`config.mk`:
```
export PLATFORM = sky130hd
export DESIGN_NAME = tdm_demux4
export DESIGN_NICKNAME = d
export VERILOG_FILES = /design/src/rtl/tdm_demux4.sv
export SDC_FILE = /design/constraint.sdc
export NUM_CORES = 1
export LEC_CHECK = 0
export CAP_MARGIN = 20
export CORE_MARGIN = 5
export CORE_UTILIZATION = 25
export CTS_CLUSTER_DIAMETER = 40
export CTS_CLUSTER_SIZE = 25
export DETAILED_ROUTE_END_ITERATION = 8
export MAX_ROUTING_LAYER = met4
export PLACE_DENSITY = 0.43
export SYNTH_ARGS = -nofsm -noshare
export SYNTH_HDL_FRONTEND = slang
export SYNTH_SLANG_ARGS = --single-unit
export TNS_END_PERCENT = 20
```
`constraint.sdc`:
```
create_clock -name clk -period 1.73 [get_ports clk]
set_clock_uncertainty 0.05 [all_clocks]
set_input_delay 0.173 -clock clk [delete_from_list [all_inputs] [get_ports clk]]
set_output_delay 0.173 -clock clk [all_outputs]
set_load 0.03 [all_outputs]
```
`src/rtl/tdm_demux4.sv`:
```
// tdm_demux4: receive end of a 4-slot TDM link.
// Locks onto frame_sync, steers accepted samples into slot registers by a
// 2-bit slot counter and publishes the four lanes as one registered word per frame.
// Optional build macro: TDM_DEMUX_STICKY_ERR_EN (err latches until reset).
module tdm_demux4 #(
    parameter int unsigned WIDTH = 1
) (
    input  logic               clk,
    input  logic               rst_n,
    input  logic [WIDTH-1:0]   in,
    input  logic               in_valid,
    input  logic               frame_sync,
    output logic [4*WIDTH-1:0] out,
    output logic               out_valid,
    output logic [1:0]         slot,
    output logic               locked,
    output logic               err
);

    typedef enum logic {
        HUNT   = 1'b0,
        LOCKED = 1'b1
    } state_t;

    state_t             state_q, state_n;
    logic [1:0]         slot_q, slot_n;
    logic [WIDTH-1:0]   lane0_q, lane0_n;
    logic [WIDTH-1:0]   lane1_q, lane1_n;
    logic [WIDTH-1:0]   lane2_q, lane2_n;
    logic [4*WIDTH-1:0] out_q, out_n;
    logic               out_valid_n, out_valid_q;
    logic               err_n, err_q;
    logic               sync_err;

    // State, slot counter, lanes and outputs; async reset clears everything.
    always_ff @(posedge clk or negedge rst_n) begin
        if (!rst_n) begin
            state_q     <= HUNT;
            slot_q      <= '0;
            lane0_q     <= '0;
            lane1_q     <= '0;
            lane2_q     <= '0;
            out_q       <= '0;
            out_valid_q <= 1'b0;
            err_q       <= 1'b0;
        end else begin
            state_q     <= state_n;
            slot_q      <= slot_n;
            lane0_q     <= lane0_n;
            lane1_q     <= lane1_n;
            lane2_q     <= lane2_n;
            out_q       <= out_n;
            out_valid_q <= out_valid_n;
            err_q       <= err_n;
        end
    end

    // Sync error: frame_sync on an accepted sample while locked and not at slot 0.
    always_comb begin
        sync_err = in_valid && frame_sync && (state_q == LOCKED) && (slot_q != 2'd0);
    end

    // Next-state, lane steering and frame publication.
    always_comb begin
        state_n     = state_q;
        slot_n      = slot_q;
        lane0_n     = lane0_q;
        lane1_n     = lane1_q;
        lane2_n     = lane2_q;
        out_n       = out_q;
        out_valid_n = 1'b0;

        if (in_valid) begin
            unique case (state_q)
                HUNT: begin
                    if (frame_sync) begin
                        lane0_n = in;
                        slot_n  = 2'd1;
                        state_n = LOCKED;
                    end
                end
                LOCKED: begin
                    if (sync_err) begin
                        // Error takes priority over slot-3 completion: restart the frame at lane0.
                        lane0_n = in;
                        slot_n  = 2'd1;
                    end else begin
                        unique case (slot_q)
                            2'd0: begin
                                lane0_n = in;
                                slot_n  = 2'd1;
                            end
                            2'd1: begin
                                lane1_n = in;
                                slot_n  = 2'd2;
                            end
                            2'd2: begin
                                lane2_n = in;
                                slot_n  = 2'd3;
                            end
                            2'd3: begin
                                out_n       = {in, lane2_q, lane1_q, lane0_q};
                                out_valid_n = 1'b1;
                                slot_n      = 2'd0;
                            end
                            default: ;
                        endcase
                    end
                end
                default: ;
            endcase
        end
    end

    // Error flag: sticky latch or single-cycle pulse depending on build.
    always_comb begin
`ifdef TDM_DEMUX_STICKY_ERR_EN
        err_n = err_q | sync_err;
`else
        err_n = sync_err;
`endif
    end

    // Drive ports from registers.
    always_comb begin
        out       = out_q;
        out_valid = out_valid_q;
        slot      = slot_q;
        locked    = (state_q == LOCKED);
        err       = err_q;
    end

endmodule
```
---- Yosys cells after proc, flatten, opt, wreduce, memory -nomap -nowiden ----
Cells that the tools add are included.
word-level totals
  flip-flop bits (word level) ............. 12
  latch bits .............................. 0
  bits in writable memories ............... 0
  bits in read-only memories .............. 0
  input bits .............................. 5
  output and inout port bits .............. 9
  logic and storage cells ................. 39
  memories ................................ 0
operators by class
  add/sub/neg operators ................... 0
  multipliers ............................. 0
  div/mod/pow operators ................... 0
  magnitude comparators ................... 0
  equality and inequality tests ........... 5
  shift operators ......................... 0
  multiplexer cells ....................... 14
  bitwise gates (word level) .............. 2
  reduce and logical (&&, ||, !) cells .... 10
operator list
  cell                                                                   number
  4-bit AND reduction                                                    3
  1-bit two-way mux                                                      9
  2-bit one-hot mux with 4 select lines                                  1
  2-bit equality test, second input constant                             2
  2-bit two-way mux                                                      2
  2-bit one-hot mux with 2 select lines                                  1
  1-bit logical AND                                                      3
  3-bit by 1-bit != test with 1-bit output, second input constant        1
  3-bit AND reduction                                                    1
  2-bit by 1-bit equality test with 1-bit output, second input constant  1
  2-bit zero test                                                        1
  2-bit != test, second input constant                                   1
  1-bit inverter                                                         2
  1-bit one-hot mux with 2 select lines                                  1
  2-bit AND reduction                                                    1
  2-bit nonzero test                                                     1

---- Logic depth before layout (Yosys ltp) ----
Gate-level depths: netlist (run 1).
  depth after elaboration ................. 6
  depth in mapped cells ................... 5
  mapped depth without buffers ............ 5

---- Worst setup path before layout (run 1) ----
No wires, ideal clock.
  kind .................................... flip-flop to flip-flop
  start point ............................. reg slot_q[0] (netlist: slot[0])
  end point ............................... reg out_q[0] (netlist: out[0])
  library setup time ...................... 125 ps
  data arrival time ....................... 1488 ps
  required time ........................... 1555 ps
  path slack .............................. 67 ps
  stages on the path, launching flop included .. 6
  path buffers ............................ 0
  period minus slack after synthesis ...... 1663 ps
  path through ............................ dfrtp_1 inv_1 ha_1 nand2b_4 nand4_4 mux2_4
between the ends
  word-level cells in the longest chain between the ends .. 4
  elaborated cells between the ends (all ways) .. 5
  those cells by class .................... eq/ne (1); bitwise (1); reduce/logical (3)
ends and longest elaborated chain
  element                            RTL line  text
  start: declaration                 26        logic [1:0] slot_q, slot_n;
  start signal: assignment           48        slot_q <= slot_n;
  2-bit nonzero test                 60        sync_err = in_valid && frame_sync && (state_q == LOCKED) && (slot_q != 2'd0);
  1-bit logical AND                  60
  1-bit inverter (no line)           -
  4-bit AND reduction (no line) (*)  -
  end signal: assignment             52        out_q <= out_n;
  end: declaration                   30        logic [4*WIDTH-1:0] out_q, out_n;
Every way passes the cells marked *; elsewhere a longest branch is shown, timed or not.
A chain may end at the register's enable or synchronous reset.

---- Worst setup path in the final report (run 1) ----
  start point ............................. reg slot_q[0] (netlist: slot[0])
  end point ............................... out slot[0]
RTL lines
  element           RTL line  text
  end: declaration  15        output logic [1:0] slot,
No word-level cell between the ends.

==> results of run 1 <==
power by group through the flow:
stage | registers [mW] | logic [mW] | clock network [mW]
after floorplan | 0.562 | 0.193 | 0
after global placement | 0.423 | 0.536 | 0
after detailed placement | 0.426 | 0.533 | 0
after CTS | 0.420 | 0.535 | 0.234
after global routing | 0.432 | 0.557 | 0.251
final | 0.418 | 0.529 | 0.224
cell families (layout without fill, tap and decap cells):
group / count (synthesis) / count (layout) / synth area share
adder cells (fa/ha/maj): 4 / 4 / 0.0849
buffers and inverters: 5 / 23 / 0.0573
AND/OR/NAND/NOR: 10 / 10 / 0.127
AO/OA/AOI/OAI: 5 / 5 / 0.0616
flip-flops: 12 / 12 / 0.510
multiplexers: 7 / 7 / 0.159
worst reg2reg max path, delay by kind of cell (launching register included):
family / cells / cell delay, ns
buf+inv: 1 / 0.08
fa+ha+maj: 1 / 0.19
mux: 1 / 0.34
simple gates: 2 / 0.34
flops: 1 / 0.39
routing by layer:
layer | up-vias | global-route usage | share of wire
met5 | - | - | 0
met4 | 0 | 0.0497 | 0.013
met3 | 2 | 0.0263 | 0.052
met2 | 11 | 0.0989 | 0.45
met1 | 180 | 0.0816 | 0.48
li1 | 186 | - | -
registers in the layout, indices dropped and copies added, names as in the netlist:
name	flops
out	4
err	1
lane0_q	1
out_valid	1
lane2_q	1
slot	2
lane1_q	1
locked	1
path summary, 6_finish.rpt:
path / start / to / slack (ns) / cells after the start
setup reg to reg: slot[0] / out[0] / 0.23 / 5
hold reg to reg: lane2_q / out[2] / 0.44 / 1
min in group clk: lane2_q / out[2] / 0.44 / 1
max in group asynchronous: rst_n / out[1] / 1.06 / 1
setup / recovery: slot[0] / slot[0] / 0.08 / 2
hold / removal: rst_n / locked / 0.20 / 1
through the flow:
stage,setup slack (ns),util
2_1_floorplan,0.0670,-
3_3_place_gp,0.132,0.338
3_5_place_dp,0.129,0.338
4_1_cts,0.0599,0.354
5_1_grt,0.0160,0.354
6_report,0.0759,0.354
cell usage in the layout, fill, tap and decap left out:
| cell | netlist | routed |
|---|---|---|
| sky130_fd_sc_hd__nand2_1 | 3 | 3 |
| sky130_fd_sc_hd__a21o_1 | 1 | 1 |
| sky130_fd_sc_hd__o21ai_0 | 1 | 1 |
| sky130_fd_sc_hd__nor2b_1 | 1 | 1 |
| sky130_fd_sc_hd__clkbuf_8 | 0 | 1 |
| sky130_fd_sc_hd__inv_1 | 3 | 3 |
| sky130_fd_sc_hd__o22a_1 | 1 | 1 |
| sky130_fd_sc_hd__mux2_2 | 3 | 3 |
| sky130_fd_sc_hd__clkbuf_4 | 0 | 3 |
| sky130_fd_sc_hd__nand4_1 | 3 | 3 |
| sky130_fd_sc_hd__nand2b_4 | 1 | 1 |
| sky130_fd_sc_hd__mux2_4 | 4 | 4 |
| sky130_fd_sc_hd__nor2_1 | 1 | 1 |
| sky130_fd_sc_hd__dfrtp_1 | 12 | 12 |
| sky130_fd_sc_hd__ha_1 | 4 | 4 |
| sky130_fd_sc_hd__a21oi_1 | 1 | 1 |
| sky130_fd_sc_hd__o32a_1 | 1 | 1 |
| sky130_fd_sc_hd__buf_4 | 0 | 3 |
| sky130_fd_sc_hd__nand4_4 | 1 | 1 |
| sky130_fd_sc_hd__clkdlybuf4s50_1 | 0 | 13 |
layout make-up:
class	count	area [um^2]	share of cell area
sequential	12	300	0.380
multi-input combinational	26	255	0.323
timing repair buffer	16	153	0.193
clock buffer	4	36.3	0.0459
tap	28	35.0	0.0443
inverter	3	11.3	0.0142
==> reports/summary.md, run 1 <==
On the final layout, the worst hold slack is 0.198 ns. After routing, the total negative slack on setup checks comes to 0 ns. The tools report the arrival time at the worst endpoint as 1.43 ns. The final route contains 379 vias.

The logs give 52 for the net count of the mapped netlist and 12 for the sink count of the clock tree. The setup violation total in the final timing report was 0. For this design the ratio of total power to cell area is 1480 mW/mm^2.

For the remaining number of nets flagged by the antenna check after routing, the log shows 0. The share of the synthesized area in the top cell type works out to 0.510. For the portion of total power attributed to the clock network, the log shows 0.191. In this run the count of I/O pins placed on the die edge is 14. The tools report the global-route usage over all layers as 0.0703. In the synthesized netlist the dominant register cell turns out to be sky130_fd_sc_hd__dfrtp_1. The number of endpoints with negative hold slack in the final report was 0. The total grt overflow is 0, and the first-pass GRT wire length is 1680 um.

The run finished with clean final reports. Routability-driven placement finished with a final weighted congestion of 0.749. For the maximum number of pins on one net before global-route repair, the log shows 13. Critical setup path kind: reg2out.

Library cell with the largest summed area after synthesis: sky130_fd_sc_hd__dfrtp_1. For the cts-stage hold buffer count, the log shows 0. The post-route cell area is 791 um^2, and the mean cell area of the mapped netlist is 13.7 um^2. The initial antenna violation count came out at 0. The critical path goes through buf_4, clkdlybuf4s50_1. The number of antenna cells inserted is 0. The height of the chip is 58.6 um, and the number of buffer and inverter stages on the critical path is 2. The total clock buffers created by CTS was 3; the highest ir drop seen on vdd was 0.779 mV. The cell count after synthesis came out at 43. The core region is 0.00223 mm^2. Excluding fillers, the count of instances in the completed layout stands at 89. The run gives 754 um^2 as the total cell area at the placement stage.

The number of fill cells is 230, and the largest driver fanout on the critical path is 5. The post-CTS setup repair buffer count is 0, and the largest stage delay on the critical path is 0.67 ns. The tightest min-delay check is of the in2async type. The tools report the required time of the critical path as 1.51 ns.

The die is 58.6 um wide. Net count reported at finish: 71. The tool flagged a number of max-cap violations equal to 0. The largest individual stage delay along the critical path comes from the cell sky130_fd_sc_hd__clkdlybuf4s50_1. The die covers 0.00343 mm^2.

The max-slew violation total from the final report came out at 0. Most numerous cell in the Yosys netlist: sky130_fd_sc_hd__dfrtp_1. For the portion of total power attributed to sequential cells, the log shows 0.358. After detailed routing, the number of vias per cell comes to 4.26. The leakage power total was 0.366 nW. The internal portion of the total power is 771 uW.

For the pin with the worst max-slew slack, the measured transition is 0.545 ns. Summed over all nets, the switching power comes to 399 uW. The clock-pin slew reported for the worst setup and hold paths after clock tree synthesis was 0.08 ns; the number of placed instances, taps included was 85. For this run, the top clock speed supported by timing is 605 MHz. The detailed-placement wirelength estimate was 794 um. The headroom to the max-slew limit is 0.635, and the number of synthesis warnings is 0. The number of global-route vias before repair came out at 369. The cell sitting at the root of the clock tree is a sky130_fd_sc_hd__clkbuf_4.

Count of cells resized by post-cts repair: 0. The commonest cells after synthesis are sky130_fd_sc_hd__dfrtp_1, sky130_fd_sc_hd__ha_1, sky130_fd_sc_hd__mux2_4. Aggregate routed wire length: 1030 um.

The routed wire length per instance is 11.5 um. STA classifies the critical path endpoint as an output pin. In this run the tool buffered the top-level ports with 13 buffer cells. Compared with the post-synthesis result, the final layout area differs by 34.2%. The floorplan has 17 rows.

TritonCTS built the clock tree. The clock latency at the later pin of the worst-skew pair was 0.27 ns; the fraction of the yosys area taken by sequential cells was 0.510. The share of layout cells above drive strength 1 works out to 0.262. The initial DRC count came out at 8. The worst setup path is launched from a register. Async set-or-reset flop fraction in the synthesized netlist: 1.00. The fraction of the cycle the final worst path needs was 0.956. The synthesized design contains 12 register bits. In this run the deepest clock path goes through 2 buffers.

The mapped netlist covers 589 um^2. The detailed-router iteration count before antenna repair was 4. The synthesized netlist contains 17 unique library cells.

The switching power share of the total came out at 0.341. The kind of cell with the highest combined delay along the critical path is buffers and inverters. The final routed DRC violation total was 0; the clock period minus final worst setup slack was 1.65 ns. The tools report the overall power of the completed layout as 1.17 mW. The synthesized design contains 0 enable-type register cells. By area the synthesized netlist is led by sky130_fd_sc_hd__dfrtp_1, sky130_fd_sc_hd__mux2_4, sky130_fd_sc_hd__ha_1, sky130_fd_sc_hd__mux2_2, sky130_fd_sc_hd__buf_6. Setup repair after global routing left no endpoint under its margin. The combinational share of power is 0.452, and the maximum level of the CTS H-tree is 1. Starting density of the core: 0.264.
Power figures use the tool's default switching activity.
==> run 2: changes to the inputs <==
--- a/config.mk
+++ b/config.mk
@@ -7,12 +7,13 @@
 export LEC_CHECK = 0
 export CAP_MARGIN = 20
 export CORE_MARGIN = 5
-export CORE_UTILIZATION = 25
+export CORE_UTILIZATION = 40
 export CTS_CLUSTER_DIAMETER = 40
 export CTS_CLUSTER_SIZE = 25
 export DETAILED_ROUTE_END_ITERATION = 8
+export GPL_ROUTABILITY_DRIVEN = 0
 export MAX_ROUTING_LAYER = met4
-export PLACE_DENSITY = 0.43
+export PLACE_DENSITY = 0.64
 export SYNTH_ARGS = -nofsm -noshare
 export SYNTH_HDL_FRONTEND = slang
 export SYNTH_SLANG_ARGS = --single-unit
==> run 2 against run 1 <==
  * Sequential cell count is the same
  * Largest cell class unchanged
  * Global-route usage grew 2.6 points
  * Core utilization grew 21 points
  * Critical path depth is the same
  * Hold slack lost 0.0070 ns
  * Critical endpoint unchanged
  * Combinational power shrank 4.7%
  * Register-to-register slack lost 0.07 ns
  * Die area shrank 32%
  * Worst setup slack lost 0.00071 ns
  * Maximum frequency is essentially flat
  * Non-clock buffer count shrank 1
==> reports/summary.md, run 2 (synthesis results as in run 1) <==
Setup repair after global routing left no endpoint under its margin. The first-pass GRT wire length is 1660 um, and the number of antenna cells inserted is 0. Counting along the longest clock path gives a buffer depth of 2.

Count of cells resized by post-cts repair: 0. The kind of end point of the critical path is an output pin. The routed design could run at a clock period as short as 1.65 ns. The flip-flop count of the largest register after layout is 4.

The portion of total power attributed to the clock network is 0.192, and the highest clock frequency the design can meet is 604 MHz. The tools report the kind of start point of the critical path as a register. The post-route cell area was 767 um^2; the share of layout cells above drive strength 1 was 0.250.

The critical setup path kind is reg2out. The run finished with clean final reports. Detailed-placement wirelength estimate: 771 um.

Counting every sink on the clock net gives 12. The power density over the cells is 1500 mW/mm^2, and the clock-pin slew reported for the worst setup and hold paths after clock tree synthesis is 0.08 ns. The largest stage delay on the critical path is 0.67 ns, and the max-slew violation total from the final report is 0. The maximum level of the CTS H-tree is 1.

The headroom to the max-slew limit was 0.650. In the layout the commonest cells are sky130_fd_sc_hd__clkdlybuf4s50_1, sky130_fd_sc_hd__dfrtp_1, sky130_fd_sc_hd__mux2_4, sky130_fd_sc_hd__ha_1. The area of the core came out at 0.00135 mm^2.

For this design the total switching power over the nets is 395 uW. For this design the top-level I/O count stands at 14. The tools report the overall via count from detail_route as 371. The switching power share of the total was 0.342.

In the final timing run, aggregate negative setup slack is 0 ns. Summed over all layers, the global routing overflow is 0. The CTS root buffer is sky130_fd_sc_hd__clkbuf_4.

Summing all placed instances gives a cell area of 731 um^2. The die covers 0.00234 mm^2. Across the VDD grid, the largest voltage drop is 0.836 mV. TritonCTS built the clock tree. The later pin in the worst-skew pair is clocked with a latency of 0.27 ns. Traced cell by cell, the critical path runs through buf_4, clkdlybuf4s50_1. Number of global-route vias before repair: 351. The number of buffers inserted by port buffering came out at 13. Total clock buffers created by CTS: 3.

The tools report the total of max-cap violations as 0. At the pin with the least slew margin, the transition time is 0.524 ns. Once the clock tree was built, the setup fixing pass inserted 0 buffers. The logs give 0.371 for the portion of total power attributed to sequential cells and 1.43 ns for the arrival time at the worst endpoint.

The net count of the finished layout is 70. The cts-stage hold buffer count was 0; the fraction of the cycle the final worst path needs was 0.957. Most common cell after layout, fill and taps aside: sky130_fd_sc_hd__clkdlybuf4s50_1. After the first detailed-routing iteration, the DRC count stood at 0. Die outline width: 48.4 um. The run gives 0.437 as the combinational share of power. Entering global routing, the biggest net connects 13 pins. In the routed layout, each cell is associated on average with a via count of 4.95. In this run the core area contains 13 standard-cell rows. Setup violations remaining at the end of the flow were counted as 0. In this run the remaining antenna-violating nets after routing total 0. After detailed routing, the average wire length per cell comes to 13.3 um. The largest driver fanout on the critical path is 5. The tools report the number of endpoints with negative hold slack in the final report as 0.

The slowest cell on the critical path is sky130_fd_sc_hd__clkdlybuf4s50_1. From bottom edge to top edge, the die measures 48.4 um. For this design the static power due to leakage is 0.361 nW.

The run gives 0 as the initial antenna violation count. The kind of path behind the tightest hold check was in2async. The starting density of the core is 0.437. After filler insertion, the fill cell instance count of the layout stands at 112.

The run gives 759 uW as the internal power contribution. For the worst setup path, the data required time is 1.51 ns. The tools report the global-route usage over all layers as 0.0965. The final routed DRC violation total was 0. Detailed-router iteration count before antenna repair: 1.

From synthesis to final layout, the design area changed by 30.1%. The aggregate routed wire length was 998 um.
==> run 2: worst paths after layout <==
check                      startpoint      end  slack, ns  depth (start not counted)
max in group asynchronous       rst_n   out[0]       1.09                          1
setup / recovery              slot[0]  slot[0]       0.08                          2
hold / removal                  rst_n  lane2_q       0.19                          1
min in group clk              lane1_q   out[1]       0.45                          1
hold reg to reg               lane1_q   out[1]       0.45                          1
setup reg to reg              slot[1]   out[0]       0.16                          5
==> run 2: power by group through the flow <==
stage,Combinational [mW],Sequential (mW),Clock [mW]
floorplan,0.193,0.562,0
global placement,0.505,0.431,0
detailed placement,0.510,0.437,0
CTS,0.511,0.431,0.234
global route,0.532,0.444,0.239
finish,0.504,0.428,0.222
==> run 2: cell type report <==
cell class                      count  area [um^2]  area share
Tap cell                           15         18.8      0.0245
Multi-Input combinational cell     26          255       0.333
Timing Repair Buffer               15          145       0.189
Inverter                            3         11.3      0.0147
Sequential cell                    12          300       0.392
Clock buffer                        4         36.3      0.0473
==> run 2: metal layers <==
| layer | track usage | wire [um] | share of wire |
|---|---|---|---|
| met2 | 0.115 | 397 | 0.40 |
| met1 | 0.125 | 496 | 0.50 |
| met3 | 0.0336 | 71 | 0.071 |
| met4 | 0.0829 | 32 | 0.032 |
| met5 | - | 0 | 0 |
==> run 2: stage by stage <==
stage / setup slack [ns] / power [mW] / util / cells / hold WS, ns
2_1_floorplan: 0.0670 / 0.755 / - / 43 / -0.173
6_report: 0.0752 / 1.15 / 0.568 / 75 / 0.191
4_1_cts: 0.0547 / 1.18 / 0.568 / 75 / 0.204
5_1_grt: 0.0297 / 1.21 / 0.568 / 75 / 0.243
3_5_place_dp: 0.111 / 0.947 / 0.541 / 71 / 0.440
3_3_place_gp: 0.165 / 0.936 / 0.541 / 71 / 0.433
==> run 2: worst max-delay path: cells and delay by family, from the launching register on <==
| family | cells | cell delay (ns) |
|---|---|---|
| DFF | 1 | 0.35 |
| buffers and inverters | 2 | 0.81 |
==> run 3: changes to the inputs <==
--- a/config.mk
+++ b/config.mk
@@ -7,13 +7,12 @@
 export LEC_CHECK = 0
 export CAP_MARGIN = 20
 export CORE_MARGIN = 5
-export CORE_UTILIZATION = 40
+export CORE_UTILIZATION = 35
 export CTS_CLUSTER_DIAMETER = 40
 export CTS_CLUSTER_SIZE = 25
 export DETAILED_ROUTE_END_ITERATION = 8
 export GPL_ROUTABILITY_DRIVEN = 0
 export MAX_ROUTING_LAYER = met4
-export PLACE_DENSITY = 0.64
 export SYNTH_ARGS = -nofsm -noshare
 export SYNTH_HDL_FRONTEND = slang
 export SYNTH_SLANG_ARGS = --single-unit
==> run 3 against run 2 <==
  * Maximum frequency grew 2.0%
  * Sequential cell count is the same
  * Sequential power is essentially flat
  * Register-to-register slack is essentially flat
  * Clock power shrank 29%
  * Final cell count is the same
  * Total power shrank 6.0%
  * Hold slack gained 0.022 ns
  * Die area grew 11%
  * Critical path depth is the same
  * Critical path type unchanged
==> reports/summary.md, run 3 (synthesis results as in run 1) <==
In this run the critical register-to-register path is captured at out[2]. The headroom to the max-slew limit came out at 0.644. The logs give 2 for the initial DRC count and 0.17 ns for the slack of the worst reg-to-reg path. The sequential cells in the finished layout cover a total of 300 um^2. The flow ran to the end, and the final reports show no timing, DRC or antenna violations. For this block, the routed nets add up to 928 um of wire. The startpoint identified for the worst register-to-register timing path is slot[1].

Leaving out fill and tap cells, the most frequent cells in the layout are sky130_fd_sc_hd__clkdlybuf4s50_1, sky130_fd_sc_hd__dfrtp_1, sky130_fd_sc_hd__mux2_4, sky130_fd_sc_hd__ha_1. The average vias per placed instance was 5.20; the switching power share of the total was 0.344. Once routing completed, OpenROAD measured the worst setup slack at 0.108 ns.

The critical path starts at slot[0]. The tools report the kind of start point of the critical path as a register. Counting the fill cells in the layout gives 154. The kind of end point of the critical path is an output pin. Hold is met by 0.213 ns. The internal power contribution is 711 uW, and the setup violation total in the final timing report is 0. The height of the chip was 51.0 um; the combined area of the multi-input logic cells was 255 um^2. Excluding fillers, the count of instances in the completed layout stands at 75. The slowest cell on the critical path was sky130_fd_sc_hd__clkdlybuf4s50_1. The initial antenna violation count was 0. Counting both buffers and inverters, the worst setup path holds a total of 2. The area growth from synthesis to final layout is 28.0%.

For this run, the top clock speed supported by timing is 617 MHz. Setup total negative slack on the finished layout was measured at 0 ns. TritonCTS built the clock tree. Number of cell instances on the worst register-to-register path: 5. For this design the total switching power over the nets is 373 uW. The detailed router placed 390 vias in this run. The largest stage delay on the critical path was 0.67 ns; the global-route usage over all layers was 0.0887. The critical path runs through a total of 2 cells. In this run the deepest clock path goes through 2 buffers.

The logs give 0.144 for the portion of total power attributed to the clock network and 0 for the number of antenna cells inserted. Setup repair after global routing left no endpoint under its margin. Area of the core: 0.00156 mm^2.

The CTS root buffer is sky130_fd_sc_hd__clkbuf_4. The fraction of the cycle the final worst path needs is 0.937, and the number of placed instances, taps included is 72. The critical path's top delay family is buffers and inverters. The detailed-router iteration count before antenna repair was 4; the share of layout cells above drive strength 1 was 0.237.

The boundary pin count is 14, and the maximum number of pins on one net before global-route repair is 13. The cts-stage hold buffer count is 0. Data on the critical path is required at its endpoint by 1.51 ns.

In this run the post-CTS setup repair buffer count came out at 0. Post-placement worst setup slack: 0.141 ns. Leaving out fill and tap cells, the most frequent cell in the layout is sky130_fd_sc_hd__clkdlybuf4s50_1. The total of max-cap violations was 0; the post-route cell area was 754 um^2. For the sink count of the clock tree, the log shows 12. For the total cell area at the placement stage, the log shows 732 um^2.

The min-delay analysis places its worst path in the category in2async. The run gives 373 as the number of global-route vias before repair. First-pass GRT wire length: 1670 um.

The capture point of the worst path is slot[0]. Dividing the detail-routed wire length by the instance count gives 12.4 um. The total grt overflow is 0, and the number of endpoints with negative hold slack in the final report is 0. The total die area is 0.00260 mm^2.

The HPWL after detailed placement is 750 um. The clock period minus final worst setup slack works out to 1.62 ns. Combinational share of power: 0.464. After the last flow step, the layout net total stands at 70.

For the total clock buffers created by CTS, the log shows 3. Traced cell by cell, the critical path runs through buf_4, clkdlybuf4s50_1. The register with the most flip-flops in the layout has 4 of them.

Post-CTS repair changed the size of 0 cells. The portion of total power attributed to sequential cells is 0.392. For the arrival time at the worst endpoint, the log shows 1.40 ns.

In this run the power density over the cells is 1440 mW/mm^2. The number of buffers inserted by port buffering is 13. Clock-pin slew reported for the worst setup and hold paths after clock tree synthesis: 0.07 ns. The logs give 0 for the remaining number of nets flagged by the antenna check after routing and 0 for the final routed DRC violation total.

The clock latency at the later pin of the worst-skew pair was 0.26 ns; the total number of placement rows was 14. The highest ir drop seen on vdd was 0.616 mV; the slew at the pin closest to its max-slew limit was 0.533 ns. The analysis attributes to cell leakage a power of 0.354 nW. The critical path is of the reg2out type. The die outline width is 51.0 um, and the max-slew violation total from the final report is 0.

Starting density of the core: 0.378. The largest driver fanout on the critical path was 5. The maximum level of the CTS H-tree came out at 1.
[run 3: cell types whose count changed in the layout (fill, tap and decap cells not counted), sizes merged]
cell | previous run | this run
clkbuf | 4 | 3
[run 3: layout make-up]
type	instances	share of cell area
Clock buffer	3	0.0299
Inverter	3	0.0149
Sequential cell	12	0.398
Multi-Input combinational cell	26	0.338
Tap cell	16	0.0265
Timing Repair Buffer	15	0.192
[run 3: power groups by stage]
stage	sequential, mW	clock (mW)	combinational [mW]
finish	0.425	0.157	0.503
detailed placement	0.434	0	0.506
floorplan	0.562	0	0.193
CTS	0.428	0.167	0.509
global route	0.442	0.182	0.530
global placement	0.432	0	0.505
[run 3: worst min path at each step]
stage | start | end
after floorplan | rst_n | err
after global placement | lane2_q | out[2]
after CTS | rst_n | out_valid
after detailed placement | out[2] | out[2]
after global routing | rst_n | out[3]
final | rst_n | out[3]
[run 3: stage by stage]
step                utilization  power, mW
floorplan                     -      0.755
global placement          0.470      0.937
detailed placement        0.470      0.940
CTS                       0.484       1.10
global route              0.484       1.15
finish                    0.484       1.08
[run 3: metal layers]
layer,global-route usage,share of wire
met5,-,0
met3,0.0291,0.086
met2,0.114,0.44
met4,0.0538,0
met1,0.119,0.48
[run 3: worst reg2reg max path: cells and delay by family (launching register included)]
kind	cells	cell delay, ns
flops	1	0.43
fa+ha+maj	1	0.19
mux	1	0.33
simple gates	2	0.34
buf+inv	1	0.10
